<file path="src/rtl/pw_meter.sv">
// -----------------------------------------------------------------------------
// pw_meter -- pulse-train meter.
//
// Samples a pulse line on ce ticks and recovers the period (rising edge to
// rising edge) and high width (rising edge to falling edge) of each complete
// cycle. Both are counted in ce ticks. Each complete period is reported with
// a one-clk `valid` strobe. If the counter saturates during a period, that
// measurement is dropped and `err` strobes instead.
//
// Parameters:
//   W       counter and result width (default 11)
//
// Ports:
//   clk     in   system clock, rising edge
//   rst_n   in   asynchronous active-low reset
//   ce      in   tick enable; sampling and counting advance only when high
//   PW      in   pulse line being measured
//   period  out  [W]  last reported period in ce ticks
//   width   out  [W]  last reported high width, same period as `period`
//   valid   out  one-clk strobe: period/width updated this cycle
//   err     out  one-clk strobe: measurement discarded on counter saturation
//
// Build option:
//   PW_METER_SYNC_EN  when defined, PW passes through a 2-flop synchronizer
//                     clocked every clk before ce sampling. This is safe for
//                     asynchronous sources and adds 2 clk of latency.
// -----------------------------------------------------------------------------
module pw_meter #(
  parameter int W = 11
) (
  input  logic         clk,
  input  logic         rst_n,
  input  logic         ce,
  input  logic         PW,
  output logic [W-1:0] period,
  output logic [W-1:0] width,
  output logic         valid,
  output logic         err
);

  typedef enum logic [1:0] {
    SYNC = 2'd0,  // waiting for the first rise; nothing to report yet
    HIGH = 2'd1,  // inside the high phase, waiting for the fall
    LOW  = 2'd2   // inside the low phase, waiting for the rise that closes the period
  } state_t;

  state_t         state_q, state_d;
  logic           pw_in;
  logic           pw_s;
  logic [W-1:0]   cnt;
  logic [W-1:0]   width_pend;
  logic           bad;
  logic           rise, fall, sat;
  logic           capture_w, report, discard;

`ifdef PW_METER_SYNC_EN
  logic [1:0] sync_q;

  // Metastability guard for asynchronous sources. It runs every clk, not only
  // on ce, so its latency stays a fixed 2 clk regardless of the ce rate.
  always_ff @(posedge clk or negedge rst_n) begin
    if (!rst_n) sync_q <= '0;
    else        sync_q <= {sync_q[0], PW};
  end

  assign pw_in = sync_q[1];
`else
  assign pw_in = PW;
`endif

  // Edges are detected against the previous ce sample, not the previous clk.
  assign rise = ce &  pw_in & ~pw_s;
  assign fall = ce & ~pw_in &  pw_s;
  assign sat  = &cnt;

  // NOTE: every signal written here gets a default first, so no path leaves
  // it unassigned and no latch is inferred.
  always_comb begin
    state_d   = state_q;
    capture_w = 1'b0;
    report    = 1'b0;
    discard   = 1'b0;
    unique case (state_q)
      SYNC: if (rise) state_d = HIGH;
      HIGH: if (fall) begin
        state_d   = LOW;
        capture_w = 1'b1;
      end
      LOW:  if (rise) begin
        state_d = HIGH;
        if (bad || sat) discard = 1'b1;
        else            report  = 1'b1;
      end
      default: state_d = SYNC;
    endcase
  end

  // NOTE: sequential state uses non-blocking assignments only, so every
  // register samples the pre-edge values of the others.
  always_ff @(posedge clk or negedge rst_n) begin
    if (!rst_n) state_q <= SYNC;
    else        state_q <= state_d;
  end

  // NOTE: all of these registers are reset. The counter and the pending width
  // are small flops, not memory, and a reset mid-period must discard partial
  // measurements.
  always_ff @(posedge clk or negedge rst_n) begin
    if (!rst_n) begin
      pw_s       <= 1'b0;
      cnt        <= '0;
      width_pend <= '0;
      bad        <= 1'b0;
    end else begin
      if (ce) begin
        pw_s <= pw_in;
        // The rise tick itself is the first high tick of the new period, so
        // the count restarts at 1. It then holds at all-ones until the next rise.
        if (rise)     cnt <= W'(1);
        else if (!sat) cnt <= cnt + W'(1);
      end
      if (capture_w) width_pend <= cnt;
      // The bad flag remembers that the high phase overflowed. It is acted on
      // only when the closing rise arrives.
      if (rise)                  bad <= 1'b0;
      else if (capture_w && sat) bad <= 1'b1;
    end
  end

  // Period and width load together from one decision, so they always
  // describe the same period.
  always_ff @(posedge clk or negedge rst_n) begin
    if (!rst_n) begin
      period <= '0;
      width  <= '0;
      valid  <= 1'b0;
      err    <= 1'b0;
    end else begin
      valid <= report;
      err   <= discard;
      if (report) begin
        period <= cnt;
        width  <= width_pend;
      end
    end
  end

endmodule

</file>
<file path="config.mk">
export PLATFORM = sky130hd
export DESIGN_NAME = pw_meter
export DESIGN_NICKNAME = d
export VERILOG_FILES = /design/src/rtl/pw_meter.sv
export SDC_FILE = /design/constraint.sdc
export NUM_CORES = 1
export LEC_CHECK = 0
export ABC_AREA = 1
export CORE_ASPECT_RATIO = 1.1
export CORE_MARGIN = 2
export CORE_UTILIZATION = 54
export CTS_CLUSTER_DIAMETER = 80
export CTS_CLUSTER_SIZE = 24
export DETAILED_ROUTE_END_ITERATION = 16
export PLACE_DENSITY = 0.78
export SLEW_MARGIN = 20
export SYNTH_ARGS = -nofsm -noshare
export SYNTH_HDL_FRONTEND = slang
export SYNTH_SLANG_ARGS = --single-unit
</file>
<file path="constraint.sdc">
create_clock -name clk -period 3.19 [get_ports clk]
set_input_delay 0.638 -clock clk [delete_from_list [all_inputs] [get_ports clk]]
set_output_delay 0.638 -clock clk [all_outputs]
set_load 0.05 [all_outputs]
</file>
==> summary.md <==
| Metric | Value |
|---|---|
| First-pass GRT wire length | 7.23 mm |
| Worst Path Max Fanout | 23 |
| Largest net degree at the start of global routing | 51 |
| Commonest non-fill, non-tap cell in the layout | nand2_1 |
| CTS HTree Levels | 2 |
| Max Freq | between 0.4 and 0.5 GHz |
| FF-to-FF Start | cnt[0] |
| Slew headroom | 60.4% |
| Commonest cells after routing, fill and taps aside | nand2_1 (108), dfrtp_1 (50), clkdlybuf4s50_1 (26) |
| Clock Latency Late Sink | 300 ps |
| Crit end category | flop |
| Distinct cells, synth | 21 |
| Vias | 1654 |
| Total track usage | 20.4% |
| Die Height | between 70 and 80 um |
| Mean number of vias per cell | 4.92 |
| Critical path arrival | 2360 ps |
| CP Launch Type | input pin |
| Port Buf Inserts | 27 |
| Status | finished clean |
| # Post-CTS Setup Buffers | 0 |
| Final wirelength | 3.90 mm |
| Row count | 24 |
| Clock sinks | 50 |
| Vias in the first global route | 1618 |
| Maximum VDD drop | between 0.3 and 0.4 mV |
| DRT antenna net count | 0 |
| Avg Cell Area, Syn | 8.52 sq um |
| Power Dens Cells | 692 nW/um^2 |
| Critical Setup Path Class | in2reg |
| DR DRC count | 0 |
| Crit. Startpoint | ce |
| Syn Inst Count | 256 |
| DRT Pass-1 Iters | 4 |
| Post-synthesis sequential area ratio | roughly 57% |
| Final setup vio count | 0 |
| Cell Area, Synth | 2180 sq um |
| Wirelength per Cell | 11.6 um |
| CTS tree | yes |
| Ys Warns | 0 |
| CTS max path bufs | 2 |
| Total power draw | between 1.5 and 2 mW |
| Required time worst endpoint | 3430 ps |
| Final Slew Violations | 0 |
| IO Pins | 28 |
| Tightest Hold Check Type | in2async |
| Starting Density | 55.5% |
| Area of the core | 3930 sq um |
| Final #Nets | approximately 290 |
| 1st-iter DRT viols | 131 |
| Ant. Diodes | 0 |
| CTS resizes | 0 |
| Root Driver | clkbuf_8 |
| GRT overflow | 0 |
| Area Overhead vs Synth | 17.1% |
| Top Layer Used | met4 |
| Layout cells sized above 1 | about 7% |
| Clock transition at path regs | roughly 90 ps |
| Setup TNS | 0 ps |
| Inst Count DP | 328 |
| RSZ-0062 raised after global routing | false |
| Die area | 4570 sq um |
| RD Place Congestion | between 0.8 and 0.9 |
| Min Tclk post-route | 2120 ps |
| Initial antenna violation count | 0 |
| Worst Skew | 7.92 ps |
| Post-route clock period utilization | 66.4% |
| Synth Register Bits | 50 |
| Hold WS | 335 ps |
| Final std cells w/o fill | 336 |
| WL met2 | ~1.8 mm |
| CTS buffer count | 5 |
| Leak | 1.25 nW |
| # hold bufs at CTS | 0 |
| Syn Nets | approximately 260 |
| Hpwl dp | around 2.8 mm |
| Filler Cells Inserted | 329 |
| Max cap viols | 0 |
| Die Width | 64.6 um |
| M1 WL | about 1.9 mm |
| Multi-input gate area | roughly 800 sq um |
| Total area of sequential cells | 1250 sq um |
| Met3 wire length | 124 um |
| Worst-Margin Slew | around 590 ps |
| Final number of hold-violating endpoints | 0 |
## power breakdown
part           switching, mW  internal (mW)  total, mW
Sequential             0.101          0.764      0.865
Combinational          0.356          0.181      0.537
Clock                  0.212          0.154      0.367
## cells by family after synthesis
| family | after synthesis | share of synthesized area, % |
|---|---|---|
| AO/OA/AOI/OAI | 26 | 6.31 |
| XOR/XNOR | 2 | 0.803 |
| buffers and inverters | 27 | 5.96 |
| AND/OR/NAND/NOR | 150 | 29.0 |
| flip-flops | 50 | 57.3 |
| adder cells (fa/ha/maj) | 1 | 0.573 |
## sequential cells by signal, summed over array words and instances (netlist names)
register	cells
cnt	11
period	11
bad	1
width_pend	11
err	1
width	11
state_q	2
pw_s	1
valid	1
## synth_stat cells
cell      instances  share of area, %
nand2_2           4               1.1
nand3_1          12               2.8
o31ai_1           1              0.34
clkbuf_1          2              0.34
o21ai_0          17               3.9
xor2_1            2              0.80
a31o_2            1              0.40
nor2_4            2               1.0
nor2_8            1              0.92
o22ai_1           1              0.29
o21ai_1           6               1.4
buf_6             3               1.5
nand2_1         108                19
nor2_1           19               3.3
nand4_1           3              0.86
dfrtp_1          50                57
inv_4             1              0.29
nand3_2           1              0.46
inv_1            18               3.1
buf_2             3              0.69
ha_1              1              0.57
## worst max-delay path, stage by stage
cell and delay (ps):
clkdlybuf4s50_1 540, nand2_2 120, nor2_8 170, inv_4 90, nor2_4 110, nand2_2 80
nor2_4 390, nand2_1 120, nand2_1 90
## per-layer routing
| layer | GRT usage [%] | vias up |
|---|---|---|
| li1 | - | 850 |
| met1 | 27.4 | 768 |
| met2 | 32.6 | 29 |
| met3 | 4.29 | 7 |
| met4 | 8.51 | 0 |
| met5 | 0 | - |
## per-stage QoR
stage | setup WS, ps | util, % | instance area [sq um]
after floorplan | 1590 | - | 2180
after global placement | 786 | 62.6 | 2460
after detailed placement | 745 | 62.6 | 2460
after CTS | 1060 | 64.9 | 2550
after global routing | 892 | 65.0 | 2560
final | 1070 | 65.0 | 2560
## layout make-up
class,instances,area share (%)
inverters,19,2.89
flip-flops and latches,50,48.9
repair buffers,28,10.8
clock buffers,5,2.69
well taps,52,2.55
multi-input cells,179,31.3
clock inverters,3,0.832
## final timing paths
path                                  end  slack [ps]  depth (start not counted)
worst max-delay path            period[6]        1070                          9
worst min-delay path             width[8]         330                          1
worst max register to register     cnt[5]        1250                          8
worst min register to register  period[0]         480                          2
max in group asynchronous          cnt[3]        2450                          1
min in group clk                period[0]         480                          2
No activity file was read; power rests on OpenSTA's default activity.
